<file path="config.mk">
export PLATFORM = sky130hd
export DESIGN_NAME = dma_bus_arbiter_flat
export DESIGN_NICKNAME = d
export VERILOG_FILES = /design/src/rtl/dma_bus_arbiter_if.sv /design/src/rtl/dma_bus_arbiter.sv /design/src/flat_wrapper.sv
export SDC_FILE = /design/constraint.sdc
export NUM_CORES = 1
export LEC_CHECK = 0
export ABC_AREA = 1
export BUFFER_PORTS_ARGS = -buffer_cell sky130_fd_sc_hd__buf_2
export CORE_ASPECT_RATIO = 1.5
export CORE_MARGIN = 2
export CORE_UTILIZATION = 40
export DETAILED_ROUTE_END_ITERATION = 10
export HOLD_SLACK_MARGIN = 0.08
export PLACE_DENSITY = 0.74
export SLEW_MARGIN = 30
export SYNTH_ARGS = -nofsm -noshare
export SYNTH_HDL_FRONTEND = slang
export SYNTH_SLANG_ARGS = --single-unit
</file>
<file path="constraint.sdc">
create_clock -name clk -period 6.6 [get_ports clk]
set_clock_uncertainty 0.15 [all_clocks]
set_input_delay 0.99 -clock clk [delete_from_list [all_inputs] [get_ports clk]]
set_output_delay 0.99 -clock clk [all_outputs]
set_load 0.005 [all_outputs]
</file>
<file path="src/rtl/dma_bus_arbiter_if.sv">
// Bus bundle between the arbiter, the CPU core, the RAM port and the DMA master.
interface dma_bus_arbiter_if #(
  parameter int unsigned LEN_W = 8
);
  // CPU side
  logic [15:0]      cpu_address;
  logic [15:0]      cpu_data_out;
  logic             cpu_write;
  logic             cpu_busy;
  logic             cpu_hold;
  logic [15:0]      cpu_data_in;
  // RAM side
  logic [15:0]      ram_address;
  logic [15:0]      ram_data_wr;
  logic             ram_we;
  logic [15:0]      ram_data_rd;
  // DMA master side
  logic             dma_start;
  logic [15:0]      dma_base;
  logic [LEN_W-1:0] dma_len;
  logic             dma_ready;
  logic             dma_valid;
  logic [15:0]      dma_data;
  logic             dma_done;

  // Arbiter view
  modport slave (
    input  cpu_address, cpu_data_out, cpu_write, cpu_busy,
    output cpu_hold, cpu_data_in,
    output ram_address, ram_data_wr, ram_we,
    input  ram_data_rd,
    input  dma_start, dma_base, dma_len,
    output dma_ready, dma_valid, dma_data, dma_done
  );

  // Environment view (CPU, RAM and DMA master together)
  modport master (
    output cpu_address, cpu_data_out, cpu_write, cpu_busy,
    input  cpu_hold, cpu_data_in,
    input  ram_address, ram_data_wr, ram_we,
    output ram_data_rd,
    output dma_start, dma_base, dma_len,
    input  dma_ready, dma_valid, dma_data, dma_done
  );
endinterface

</file>
<file path="src/rtl/dma_bus_arbiter.sv">
// Shares one synchronous RAM port between the CPU and a burst-read DMA master.
// The CPU is parked via hold/busy, a contiguous burst is streamed out, and a
// CPU-only cooldown follows every burst so the CPU cannot be starved.
module dma_bus_arbiter #(
  parameter int unsigned LEN_W          = 8,
  parameter int unsigned MIN_CPU_CYCLES = 4
) (
  input  logic          clk,
  input  logic          reset,
  dma_bus_arbiter_if.slave bus
);

  localparam int unsigned CNT_W = (MIN_CPU_CYCLES > 1) ? $clog2(MIN_CPU_CYCLES) : 1;

  typedef enum logic [2:0] {
    IDLE,
    HOLD_WAIT,
    BURST,
    DRAIN,
    COOLDOWN
  } state_t;

  state_t           state;
  state_t           state_next;
  logic             grant;      // 1 = DMA owns the RAM port
  logic             settled;    // HOLD_WAIT has lasted one full cycle
  logic [15:0]      base_q;
  logic [LEN_W-1:0] len_q;
  logic [LEN_W-1:0] issued;
  logic [CNT_W-1:0] cool_cnt;
  logic             valid_q;
  logic             done_q;
  logic             last_word;

  assign last_word = (issued == len_q - LEN_W'(1));

  // State register
  always_ff @(posedge clk or posedge reset) begin
    if (reset) state <= IDLE;
    else       state <= state_next;
  end

  // Next-state decision
  always_comb begin
    state_next = state;
    unique case (state)
      IDLE: begin
        if (bus.dma_start) begin
          if (bus.dma_len == '0) state_next = COOLDOWN;
          else                   state_next = HOLD_WAIT;
        end
      end
      HOLD_WAIT: begin
        if (settled && bus.cpu_busy) state_next = BURST;
      end
      BURST: begin
        if (last_word) state_next = DRAIN;
      end
      DRAIN: begin
        state_next = COOLDOWN;
      end
      COOLDOWN: begin
        if (cool_cnt == CNT_W'(MIN_CPU_CYCLES - 1)) state_next = IDLE;
      end
      default: state_next = IDLE;
    endcase
  end

  // Burst datapath, grant flag, cooldown counter and registered status flags
  always_ff @(posedge clk or posedge reset) begin
    if (reset) begin
      grant    <= 1'b0;
      settled  <= 1'b0;
      base_q   <= '0;
      len_q    <= '0;
      issued   <= '0;
      cool_cnt <= '0;
      valid_q  <= 1'b0;
      done_q   <= 1'b0;
    end else begin
      if (state == IDLE && bus.dma_start) begin
        base_q <= bus.dma_base;
        len_q  <= bus.dma_len;
        issued <= '0;
      end else if (state == BURST && !last_word) begin
        issued <= issued + LEN_W'(1);
      end
      // grant tracks the upcoming state so it is a true register, not a decode
      grant    <= (state_next == BURST) || (state_next == DRAIN);
      settled  <= (state == HOLD_WAIT);
      cool_cnt <= (state == COOLDOWN) ? cool_cnt + CNT_W'(1) : '0;
      valid_q  <= (state == BURST) && grant;
      done_q   <= (state_next == COOLDOWN) && (state != COOLDOWN);
    end
  end

  // Output decode and RAM port mux
  always_comb begin
    bus.cpu_hold    = (state == HOLD_WAIT) || (state == BURST) || (state == DRAIN);
    bus.dma_ready   = (state == IDLE);
    bus.dma_valid   = valid_q;
    bus.dma_done    = done_q;
    bus.dma_data    = bus.ram_data_rd;
    bus.cpu_data_in = bus.ram_data_rd;
    if (grant) begin
      bus.ram_address = base_q + 16'(issued);
      bus.ram_data_wr = '0;
      bus.ram_we      = 1'b0;
    end else begin
      bus.ram_address = bus.cpu_address;
      bus.ram_data_wr = bus.cpu_data_out;
      bus.ram_we      = bus.cpu_write;
    end
  end

endmodule

</file>
<file path="src/flat_wrapper.sv">
// flat-port wrapper written by rule: the top's interface ports become plain ports
module dma_bus_arbiter_flat 
#(
  parameter int unsigned LEN_W          = 8,
  parameter int unsigned MIN_CPU_CYCLES = 4
)
  (clk, reset, bus_cpu_address, bus_cpu_data_out, bus_cpu_write, bus_cpu_busy, bus_cpu_hold, bus_cpu_data_in, bus_ram_address, bus_ram_data_wr, bus_ram_we, bus_ram_data_rd, bus_dma_start, bus_dma_base, bus_dma_len, bus_dma_ready, bus_dma_valid, bus_dma_data, bus_dma_done);
  dma_bus_arbiter_if #(.LEN_W(LEN_W)) bus_i ();
  input  logic clk;
  input  logic reset;
  input wire logic [$bits(bus_i.cpu_address)-1:0] bus_cpu_address;
  input wire logic [$bits(bus_i.cpu_data_out)-1:0] bus_cpu_data_out;
  input wire logic [$bits(bus_i.cpu_write)-1:0] bus_cpu_write;
  input wire logic [$bits(bus_i.cpu_busy)-1:0] bus_cpu_busy;
  output wire logic [$bits(bus_i.cpu_hold)-1:0] bus_cpu_hold;
  output wire logic [$bits(bus_i.cpu_data_in)-1:0] bus_cpu_data_in;
  output wire logic [$bits(bus_i.ram_address)-1:0] bus_ram_address;
  output wire logic [$bits(bus_i.ram_data_wr)-1:0] bus_ram_data_wr;
  output wire logic [$bits(bus_i.ram_we)-1:0] bus_ram_we;
  input wire logic [$bits(bus_i.ram_data_rd)-1:0] bus_ram_data_rd;
  input wire logic [$bits(bus_i.dma_start)-1:0] bus_dma_start;
  input wire logic [$bits(bus_i.dma_base)-1:0] bus_dma_base;
  input wire logic [$bits(bus_i.dma_len)-1:0] bus_dma_len;
  output wire logic [$bits(bus_i.dma_ready)-1:0] bus_dma_ready;
  output wire logic [$bits(bus_i.dma_valid)-1:0] bus_dma_valid;
  output wire logic [$bits(bus_i.dma_data)-1:0] bus_dma_data;
  output wire logic [$bits(bus_i.dma_done)-1:0] bus_dma_done;
  assign bus_i.cpu_address = bus_cpu_address;
  assign bus_i.cpu_data_out = bus_cpu_data_out;
  assign bus_i.cpu_write = bus_cpu_write;
  assign bus_i.cpu_busy = bus_cpu_busy;
  assign bus_cpu_hold = bus_i.cpu_hold;
  assign bus_cpu_data_in = bus_i.cpu_data_in;
  assign bus_ram_address = bus_i.ram_address;
  assign bus_ram_data_wr = bus_i.ram_data_wr;
  assign bus_ram_we = bus_i.ram_we;
  assign bus_i.ram_data_rd = bus_ram_data_rd;
  assign bus_i.dma_start = bus_dma_start;
  assign bus_i.dma_base = bus_dma_base;
  assign bus_i.dma_len = bus_dma_len;
  assign bus_dma_ready = bus_i.dma_ready;
  assign bus_dma_valid = bus_i.dma_valid;
  assign bus_dma_data = bus_i.dma_data;
  assign bus_dma_done = bus_i.dma_done;
  dma_bus_arbiter #(.LEN_W(LEN_W), .MIN_CPU_CYCLES(MIN_CPU_CYCLES)) u_core (.clk(clk), .reset(reset), .bus(bus_i));
endmodule
</file>
==> flow_summary.toml <==
[sta]
slew_headroom_pct = 36.66
clock.fmax_ghz = 0.2872
worst_slack_ns = 3.118
finalHoldViolCount = 0
slew_violations = 0
finalCritPeriodShare_pct = 52.76
rsz0062_at_grt = "no"
setup_viol = 0
fin_setup_tns_ns = 0
max_slew.worst_pin.slew_ns = 0.9501
post-route-min-period_ns = 3.482

[placement]
dp_cells = 639
dp_hpwl_um = 5893
io_buffer_count = 97
dpl_worst_slack_ns = 3.427
dpl_cell_area_mm2 = 0.003551
globalplace.congestion = 0.8656

[logic_synthesis]
synth_seq_cells = 41
ys_seq_area_share_pct = 31.96
synth_cells = 479
yosysWarnings = 0
syn_avg_cell_area_um2 = 6.703
ys.flop_type = "dfrtp_1"
yosysTopAreaCell = "dfrtp_1"
netlist_area_mm2 = 0.003211
synth_cell_type_count = 33
synth-edff-count = 0
synth_area_leaders = "dfrtp_1 (32%), nand2_1 (19%), buf_4 (7.5%)"
syn_nets = 568
synth_top_area_share_pct = 31.96
async_flop_share_pct = 100.0

[power_and_ir_drop]
p_comb_share_pct = 47.6
p_switching_mw = 0.6343
p_per_area_mw_per_mm2 = 385.8
pwr-share-seq_pct = 32.5
p_total_mw = 1.438
swShare_pct = 44.11
leakage_nw = 2.186
p_int_mw = 0.8038
ir_drop_mv = 0.1184
clock_power_share_pct = 19.9

[detailed_routing]
first_pass_iters = 4
wl_met1_um = 2969
drc = 0
drtIter0Drc = 147
maxUsedRoutingLayer = "met4"
avgRoutedWirePerCell_um = 11.70
num_vias = 3081
ant_nets = 0
vias_per_cell = 4.762
routed-wl-met3_um = 392
wl_met2_um = 3914
postRouteWirelength_um = 7567

[critical_path]
r2r_slack_ns = 4.60
required_ns = 5.46
slowest_stage = "dfrtp_1"
worst_r2r_path_depth = 14
cp_data_arrival_time_ns = 2.34
path_common_cell = "nand2_1"
cp-start-kind = "flip-flop"
worstSetupPathType = "flip-flop to primary output"
max_stage_delay_ns = 0.43
path_max_fanout = 5
cp-end-kind = "primary output"
critical_path.cell_chain = "ha_1 -> inv_1 -> fa_1 -> inv_1 -> nand2_1 -> nand2_1 -> nand2_1 -> nand2_1 -> nand2_1 -> nand2_1 -> nand2_1 -> xnor2_1 -> nand2_1 -> nand2_1 -> buf_2"

[cells_and_area]
final_cell_mix = "nand2_1 (162), buf_2 (97), inv_1 (62)"
fin_nets = 630
n_antenna_cell = 0
stdcell_count = 647
fill_cells = 817
final_common_cell = "nand2_1"
drive_above_1_share_pct = 23.25
multiInputGateArea_mm2 = 0.001638
final_area_mm2 = 0.003727
register_area_mm2 = 0.001026
synthToLayoutAreaGrowth_pct = 16.09

[floorplanning]
die_x_um = 77.15
io_pins = 146
rows = 40
die_height_um = 113.7
core-area_mm2 = 0.007908
start_util_pct = 40.60
die_area_mm2 = 0.008774

[clock_tree]
cts_buffer_depth = 2
cts-hold-fix-buffers = 0
root_buffer = "clkbuf_16"
cts_tree = "built"
cts_setup_buffers = 0
cts.reportedPaths.clkPinSlew_ns = 0.06
cts_resized = 0
cts.sinks = 41
htreeDepth = 2
worstSkewPairLatency_ns = 0.29
cts_inserted_buffers = 5

[global_routing]
grt_pass1_wl_um = 12580
grt_max_degree = 42
grt_overflow = 0
grt_pass1_vias = 2906
antenna_found_initial = 0
gr-usage-all-layers_pct = 17.64

[job]
cap_violations = 0

[worst_hold_path]
min_delay_path_depth = 1
min_path_type = "flip-flop to flip-flop"

[outcome]
status = "completed"
-- state kept, by name, summed over array words and instances (netlist names) --
register and cells:
u_core.base_q 16, u_core.grant 1, u_core.issued 8, u_core.len_q 8, u_core.settled 1, u_core.bus.dma_done 1, u_core.bus.dma_valid 1, u_core.cool_cnt 2
u_core.state 3
-- worst paths after layout --
kind | from | end
max | u_core.issued[0] | bus_ram_address[12]
min | u_core.cool_cnt[0] | u_core.cool_cnt[0]
max reg2reg | u_core.len_q[0] | u_core.issued[3]
min reg2reg | u_core.cool_cnt[0] | u_core.cool_cnt[0]
max in group asynchronous | reset | u_core.base_q[0]
min in group asynchronous | reset | u_core.base_q[13]
-- area by class of cell --
cell class | count | area share, %
inverter | 68 | 6.848
clock inverter | 2 | 1.007
timing repair buffer | 99 | 13.43
tap | 105 | 3.525
clock buffer | 6 | 3.726
sequential | 41 | 27.53
multi-input combinational | 326 | 43.94
-- stage by stage --
step / utilization [%] / hold slack, ns
2_1_floorplan: - / 0.2596
3_3_place_gp: 44.91 / 0.2690
3_5_place_dp: 44.91 / 0.2785
4_1_cts: 47.14 / 0.2861
5_1_grt: 47.14 / 0.2926
6_report: 47.14 / 0.2862
-- metal layers --
layer	track usage (%)	up-vias
met5	0	-
met4	10.24	0
met3	2.136	37
met2	32.93	89
met1	18.88	1381
li1	-	1574
-- power by group through the flow --
stage / clock [mW] / sequential [mW] / combinational (mW)
3_3_place_gp: 0 / 0.465 / 0.669
5_1_grt: 0.298 / 0.487 / 0.795
6_report: 0.286 / 0.468 / 0.685
3_5_place_dp: 0 / 0.472 / 0.684
2_1_floorplan: 0 / 0.424 / 0.531
4_1_cts: 0.292 / 0.468 / 0.691
-- Yosys cell counts, drive strengths merged (3+ instances only) --
cell and number:
o21ai 26, nand4 11, ha 11, nor3 5, nor2 40, xnor2 8, or2 3, nand3 35
dfrtp 41, a21oi 6, clkbuf 6, nand2 166, inv 67, xor2 8, buf 38
-- cells by family (layout without fill, tap and decap cells) --
group	count (synthesis)	after routing	share of synthesized area, %
XOR/XNOR	16	16	4.365
adder cells (fa/ha/maj)	12	12	4.910
AND/OR/NAND/NOR	262	262	35.81
flip-flops	41	41	31.96
buffers and inverters	112	175	17.03
AO/OA/AOI/OAI	36	36	5.924
-- critical path: cells and delay by family, from the launching register on --
family,cells,cell delay (ns)
AND/OR/NAND/NOR,9,0.67
buffers and inverters,3,0.25
XOR/XNOR,1,0.13
flip-flops,1,0.43
adder cells (fa/ha/maj),2,0.56
Note: power is estimated with default switching activity, not from simulation.
